[src/rtl/ps2_cmd_sequencer.sv]
// Purpose: sends a PS/2 command byte plus an optional argument, handles ACK/RESEND/BAT, reports a status, and forwards unsolicited scan codes.
// Latency: ps2_tx_rqst is asserted 1 clk after the command is accepted; rsp_done follows the final device reply by 1 clk.
// Backpressure: cmd_ready is high only in IDLE. Scan codes are single-cycle pulses with no backpressure, and scan bytes that arrive in TX_REQ/TX_WAIT/DONE are dropped.
//
// Ports: clk/rst_n (async active-low); cmd_* client request (valid/ready); rsp_done/rsp_status
// completion pulse; scan_valid/scan_data unsolicited bytes; ps2_* to/from ps2_controller.

package ps2_pkg;
    typedef struct packed {
        logic parity_err;
        logic frame_err;
        logic timeout;
    } flags_t;
endpackage

module ps2_cmd_sequencer #(
    parameter int TIMEOUT_CYC     = 1_000_000,
    parameter int BAT_TIMEOUT_CYC = 40_000_000,
    parameter int MAX_RETRY       = 2
) (
    input  logic                clk,
    input  logic                rst_n,
    input  logic                cmd_valid,
    output logic                cmd_ready,
    input  logic [7:0]          cmd_byte,
    input  logic                cmd_has_arg,
    input  logic [7:0]          cmd_arg,
    output logic                rsp_done,
    output logic [1:0]          rsp_status,
    output logic                scan_valid,
    output logic [7:0]          scan_data,
    output logic                ps2_en,
    output logic                ps2_tx_rqst,
    output logic [7:0]          ps2_tx_data,
    input  logic                ps2_valid,
    input  logic [7:0]          ps2_rx_data,
    input  ps2_pkg::flags_t     ps2_flags
);

    localparam int MAX_CYC = (TIMEOUT_CYC > BAT_TIMEOUT_CYC) ? TIMEOUT_CYC : BAT_TIMEOUT_CYC;
    localparam int TW      = (MAX_CYC > 2) ? $clog2(MAX_CYC) : 1;
    localparam int RW      = (MAX_RETRY > 0) ? $clog2(MAX_RETRY + 1) : 1;

    localparam logic [TW-1:0] TO_LAST   = TW'(TIMEOUT_CYC - 1);
    localparam logic [TW-1:0] BAT_LAST  = TW'(BAT_TIMEOUT_CYC - 1);
    localparam logic [RW-1:0] RETRY_MAX = RW'(MAX_RETRY);

    localparam logic [1:0] ST_OK      = 2'b00;
    localparam logic [1:0] ST_NACK    = 2'b01;
    localparam logic [1:0] ST_TIMEOUT = 2'b10;
    localparam logic [1:0] ST_LINK    = 2'b11;

    localparam logic [7:0] B_ACK    = 8'hFA;
    localparam logic [7:0] B_RESEND = 8'hFE;
    localparam logic [7:0] B_ERR    = 8'hFC;
    localparam logic [7:0] B_BAT    = 8'hAA;
    localparam logic [7:0] B_RESET  = 8'hFF;

    typedef enum logic [2:0] {
        IDLE, TX_REQ, TX_WAIT, ACK_WAIT, BAT_WAIT, DONE
    } state_t;

    state_t        state_q, state_n;
    logic [7:0]    cmd_q, cmd_n;
    logic [7:0]    arg_q, arg_n;
    logic          arg_pend_q, arg_pend_n;
    logic [7:0]    tx_dat_q, tx_dat_n;
    logic [RW-1:0] retry_q, retry_n;
    logic [TW-1:0] timer_q, timer_n;
    logic [1:0]    status_q, status_n;
    logic          scan_vld_q, scan_vld_n;
    logic [7:0]    scan_dat_q, scan_dat_n;
    logic          en_q;

    logic rx_ok;
    logic rx_bad;

    assign rx_ok  = ps2_valid && (ps2_flags == '0);
    assign rx_bad = ps2_valid && (ps2_flags != '0);

    always_comb begin
        state_n    = state_q;
        cmd_n      = cmd_q;
        arg_n      = arg_q;
        arg_pend_n = arg_pend_q;
        tx_dat_n   = tx_dat_q;
        retry_n    = retry_q;
        status_n   = status_q;
        scan_vld_n = 1'b0;
        scan_dat_n = scan_dat_q;

        unique case (state_q)
            IDLE: begin
                // Scan forwarding and command acceptance are independent here.
                if (rx_ok) begin
                    scan_vld_n = 1'b1;
                    scan_dat_n = ps2_rx_data;
                end
                if (cmd_valid) begin
                    cmd_n      = cmd_byte;
                    arg_n      = cmd_arg;
                    arg_pend_n = cmd_has_arg;
                    retry_n    = '0;
                    tx_dat_n   = cmd_byte;
                    state_n    = TX_REQ;
                end
            end
            TX_REQ: begin
                state_n = TX_WAIT;
            end
            TX_WAIT: begin
                // ps2_valid here signals the end of the host-to-device transfer.
                if (rx_bad) begin
                    status_n = ST_LINK;
                    state_n  = DONE;
                end else if (rx_ok) begin
                    state_n = ACK_WAIT;
                end else if (timer_q == TO_LAST) begin
                    status_n = ST_TIMEOUT;
                    state_n  = DONE;
                end
            end
            ACK_WAIT: begin
                if (rx_bad) begin
                    status_n = ST_LINK;
                    state_n  = DONE;
                end else if (rx_ok) begin
                    if (ps2_rx_data == B_ACK) begin
                        if (arg_pend_q) begin
                            tx_dat_n   = arg_q;
                            arg_pend_n = 1'b0;
                            retry_n    = '0;
                            state_n    = TX_REQ;
                        end else if (cmd_q == B_RESET) begin
                            state_n = BAT_WAIT;
                        end else begin
                            status_n = ST_OK;
                            state_n  = DONE;
                        end
                    end else if (ps2_rx_data == B_RESEND) begin
                        if (retry_q < RETRY_MAX) begin
                            // Re-send: tx_dat_q still holds the byte being retried.
                            retry_n = retry_q + 1'b1;
                            state_n = TX_REQ;
                        end else begin
                            status_n = ST_NACK;
                            state_n  = DONE;
                        end
                    end else if (ps2_rx_data == B_ERR) begin
                        status_n = ST_NACK;
                        state_n  = DONE;
                    end else begin
                        // Interleaved key data: forward it and keep the timer running.
                        scan_vld_n = 1'b1;
                        scan_dat_n = ps2_rx_data;
                    end
                end else if (timer_q == TO_LAST) begin
                    status_n = ST_TIMEOUT;
                    state_n  = DONE;
                end
            end
            BAT_WAIT: begin
                if (rx_bad) begin
                    status_n = ST_LINK;
                    state_n  = DONE;
                end else if (rx_ok) begin
                    if (ps2_rx_data == B_BAT) begin
                        status_n = ST_OK;
                        state_n  = DONE;
                    end else if (ps2_rx_data == B_ERR) begin
                        status_n = ST_NACK;
                        state_n  = DONE;
                    end else begin
                        scan_vld_n = 1'b1;
                        scan_dat_n = ps2_rx_data;
                    end
                end else if (timer_q == BAT_LAST) begin
                    status_n = ST_TIMEOUT;
                    state_n  = DONE;
                end
            end
            DONE: begin
                state_n = IDLE;
            end
            default: begin
                state_n = IDLE;
            end
        endcase

        // The timer restarts on every state change and saturates rather than wrapping.
        if (state_n != state_q) begin
            timer_n = '0;
        end else if (timer_q != '1) begin
            timer_n = timer_q + 1'b1;
        end else begin
            timer_n = timer_q;
        end
    end

    always_ff @(posedge clk or negedge rst_n) begin
        if (!rst_n) begin
            state_q    <= IDLE;
            cmd_q      <= '0;
            arg_q      <= '0;
            arg_pend_q <= 1'b0;
            tx_dat_q   <= '0;
            retry_q    <= '0;
            timer_q    <= '0;
            status_q   <= '0;
            scan_vld_q <= 1'b0;
            scan_dat_q <= '0;
            en_q       <= 1'b0;
        end else begin
            state_q    <= state_n;
            cmd_q      <= cmd_n;
            arg_q      <= arg_n;
            arg_pend_q <= arg_pend_n;
            tx_dat_q   <= tx_dat_n;
            retry_q    <= retry_n;
            timer_q    <= timer_n;
            status_q   <= status_n;
            scan_vld_q <= scan_vld_n;
            scan_dat_q <= scan_dat_n;
            en_q       <= 1'b1;
        end
    end

    assign cmd_ready   = (state_q == IDLE);
    assign rsp_done    = (state_q == DONE);
    assign rsp_status  = status_q;
    assign scan_valid  = scan_vld_q;
    assign scan_data   = scan_dat_q;
    assign ps2_en      = en_q;
    assign ps2_tx_rqst = (state_q == TX_REQ);
    assign ps2_tx_data = tx_dat_q;

endmodule

[config.mk]
export PLATFORM = sky130hd
export DESIGN_NAME = ps2_cmd_sequencer
export DESIGN_NICKNAME = d
export VERILOG_FILES = /design/src/rtl/ps2_cmd_sequencer.sv
export SDC_FILE = /design/constraint.sdc
export NUM_CORES = 1
export LEC_CHECK = 0
export CELL_PAD_IN_SITES_DETAIL_PLACEMENT = 1
export CELL_PAD_IN_SITES_GLOBAL_PLACEMENT = 1
export CORE_ASPECT_RATIO = 1.75
export CORE_MARGIN = 10
export CORE_UTILIZATION = 44
export CTS_BUF_LIST = sky130_fd_sc_hd__clkbuf_8
export DETAILED_ROUTE_END_ITERATION = 16
export HOLD_SLACK_MARGIN = 0.03
export PLACE_DENSITY_LB_ADDON = 0.1
export SLEW_MARGIN = 20
export SYNTH_ARGS = -nofsm -noshare
export SYNTH_HDL_FRONTEND = slang
export SYNTH_SLANG_ARGS = --single-unit
[constraint.sdc]
create_clock -name clk -period 2.8 [get_ports clk]
set_input_delay 0.84 -clock clk [delete_from_list [all_inputs] [get_ports clk]]
set_output_delay 0.84 -clock clk [all_outputs]
set_load 0.1 [all_outputs]
==> results by group <==
Synthesis
  • Synth area leaders: dfrtp_1 48%, mux2_2 7.6%, nor3_1 4.9%, xnor2_1 3.4%, mux2i_1 3.4%
  • Cells after Synth: 342
  • Register area share after synthesis: 47.79%
  • Net count after synthesis: around 380
  • Area leader, netlist: dfrtp_1
  • Post-synth top area share: between 40 and 50%
  • Synth cell types: 59
  • Number of synthesized register bits: 68
  • Number of synthesized flops with an enable pin: 0
  • Top FF cell, synth: dfrtp_1
  • Total number of yosys warnings: 0
  • Syn avg cell area: 10.41 um2
  • Ys async rst share: 100.0%
  • Mapped Area: 3561 um2

Setup path
  • CP required: 3.04 ns
  • CP arrival: 2.97 ns
  • Setup Crit Path Kind: register to register
  • Crit-path slowest cell: or4b_1
  • Worst path max stage delay: 0.52 ns
  • Cell Chain, Critical Path: or4b_1, or4_4, o22a_1, a41o_4, a22oi_4, buf_4, buf_12, buf_16, nor3_1
  • Critical Path Start Type: register
  • R2R depth: 9
  • Setup crit end kind: register
  • Crit-path max FO: 6

Flow run
  • MaxCap Viol Count: 0

Outcome
  • Status: complete, no violations

Timing
  • Worst Skew: 0.004449 ns
  • Hold Slack: roughly 0.46 ns
  • Slew of the pin with the lowest slew margin: 0.5811 ns
  • Final setup viols: 0
  • Max Clk Rate: 365.4 MHz
  • Fin crit share: 97.73%
  • Setup ws final: 0.06349 ns
  • Total negative slack: 0 ns
  • Final Slew Violations: 0
  • Clock period minus worst slack: approximately 2.7 ns
  • Max_slew headroom: 61.05%
  • Hold Fails Final Rpt: 0

Cells and area
  • Fraction of layout cells with a size suffix above 1: 30.94%
  • Inserted Diodes: 0
  • Finished Core Util: 62.13%
  • Non-Filler Instances: 536
  • Post-route cell area: 4913 um2
  • Final #Nets: 474
  • Fillcell total: 867
  • Layout area overhead: 37.98%

Place
  • GP Congestion: 0.8834
  • Placement Setup Slack: -0.4710 ns
  • Dpl cells: 507
  • DP HPWL: 7.805 mm
  • Placed inst area: about 4500 um2
  • IO buf count: 54

Route
  • DR vias: 3,126
  • Avg WL per Cell: ~21 um
  • Number of DRC markers in iteration 0: 96
  • Number of iterations in the first detailed-routing pass: 4
  • Detail Route Antenna Nets: 0
  • Drt total wl: 11.13 mm
  • Via density: 5.832
  • Number of remaining DRC errors: 0

CTS
  • Clock transition at path regs: 0.07 ns
  • CTS max path bufs: 2
  • Clock sinks: 68
  • Root buf cell: clkbuf_8
  • Clk_lat worst skew: ~0.35 ns
  • CTS tree: built
  • Max H-tree Level: 3
  • Total CTS buffers: 9
  • # hold bufs at CTS: 0

Pwr
  • Lkg Pwr: 2.073 nW
  • PD cells: 1069 nW/um2
  • Worst VDD drop: 0.4857 mV
  • Total power: 5.255 mW

Floorplan
  • Initial Util: a little under half
  • Die width: 88.01 um
  • Io pins: 55
  • Die area: around 12,000 um2
  • CORE AREA: 7909 um2
  • DIE HEIGHT: 139.0 um
  • Num rows: 43

Worst hold path
  • Hold WC Path Type: input pin to asynchronous set/reset pin

GRT
  • Vias in the first global route: 3,463
  • First-pass GRT wire length: between 15 and 20 mm
  • Largest net degree at the start of global routing: 30
  • Total track usage: 18.94%
  • Total global routing overflow: 0
  • Antenna violations before repair: 0
[path summary, 6_finish.rpt]
check / start / endpoint / slack, ns
worst max-delay path: timer_q[18]$_DFFE_PN0P_ / timer_q[10]$_DFFE_PN0P_ / 0.06
worst min-delay path: rst_n / scan_data[1]$_DFFE_PN0P_ / 0.46
worst max register to register: timer_q[18]$_DFFE_PN0P_ / timer_q[10]$_DFFE_PN0P_ / 0.06
worst min register to register: ps2_tx_data[1]$_DFFE_PN0P_ / ps2_tx_data[1]$_DFFE_PN0P_ / 0.48
max in group asynchronous: rst_n / timer_q[18]$_DFFE_PN0P_ / 1.79
min in group clk: ps2_tx_data[1]$_DFFE_PN0P_ / ps2_tx_data[1]$_DFFE_PN0P_ / 0.48
[critical path, delay by kind of cell (launching register included)]
family / cells / cell delay, ns
buffers and inverters: 3 / 0.37
AND/OR/NAND/NOR: 3 / 1.08
AO/OA/AOI/OAI: 3 / 0.72
flip-flops: 1 / 0.44
[cells in the final DEF (no fill, tap or decap), drive strengths merged, types with 2 or more instances in the layout]
cell,instances
xnor2,14
nor4bb,3
clkdlybuf4s50,22
a21oi,4
nor2b,3
nand2,24
nand4b,3
nor4,8
clkbuf,11
or4b,2
nand3,13
nand3b,2
or4,2
nand4,9
dlymetal6s2s,4
or3,4
dfrtp,68
dlygate4sd2,4
o41ai,2
clkinv,4
xor2,8
o31ai,2
nor2,13
or2,3
o21ai,21
nor3,39
inv,10
mux2i,12
and2,5
o22a,2
nand2b,4
and3,3
buf,69
mux2,24
or3b,4
[synth_stat cells (4+ instances only)]
library cell / instances
dfrtp_1: 68
nor3_1: 35
mux2_2: 24
nand2_1: 24
o21ai_0: 20
xnor2_1: 14
nand3_1: 13
nor2_1: 13
mux2i_1: 12
inv_1: 9
nand4_1: 9
nor4_1: 8
xor2_1: 8
and2_1: 5
clkbuf_1: 5
a21oi_1: 4
buf_2: 4
nand2b_1: 4
nor3_2: 4
or3_1: 4
[flip-flops by register name, indices dropped and copies added (netlist names)]
name and cells:
arg_q 8, arg_pend_q 1, ps2_en 1, scan_valid 1, retry_q 2, scan_data 8, ps2_tx_data 8, timer_q 26
rsp_status 2, cmd_q 8, state_q 3
[layer usage]
metal | vias up | share of wire, % | track usage [%] | wire, um
li1 | 1466 | - | - | -
met3 | 40 | 4.0 | 4.059 | 449
met2 | 85 | 57 | 34.15 | 6311
met5 | - | 0 | 0 | 0
met4 | 0 | 4.7 | 11.13 | 520
met1 | 1535 | 35 | 18.65 | 3849
[cell type report]
cell class | instances | area, um2 | area share (%)
clock inverter | 6 | 62.56 | 1.273
timing repair buffer | 100 | 1018 | 20.73
multi-input combinational | 253 | 1846 | 37.56
tap | 90 | 112.6 | 2.292
clock buffer | 10 | 137.6 | 2.801
sequential | 68 | 1703 | 34.66
inverter | 9 | 33.78 | 0.6875
[report_power, final]
part	total (mW)	switching, mW	internal, mW
Clock	0.825	0.390	0.435
Sequential	1.45	0.173	1.27
Combinational	2.98	1.89	1.09
[logic make-up after synthesis]
logic type      share of synthesized area [%]
other cells                            0.1053
flops                                   47.79
compound gates                          9.348
simple gates                            23.16
fa+ha+maj                              0.3513
xor+xnor                                5.411
mux                                     10.96
buf+inv                                 2.881
[what timing repair did]
action / 4_1_cts / 5_1_grt
resized for setup: 13 / 12
endpoints found under the setup margin: 34 / 34
cloned: 3 / 1
buffers inserted: 5 / 4
pin swaps: 6 / 2
Power figures use the tool's default switching activity.
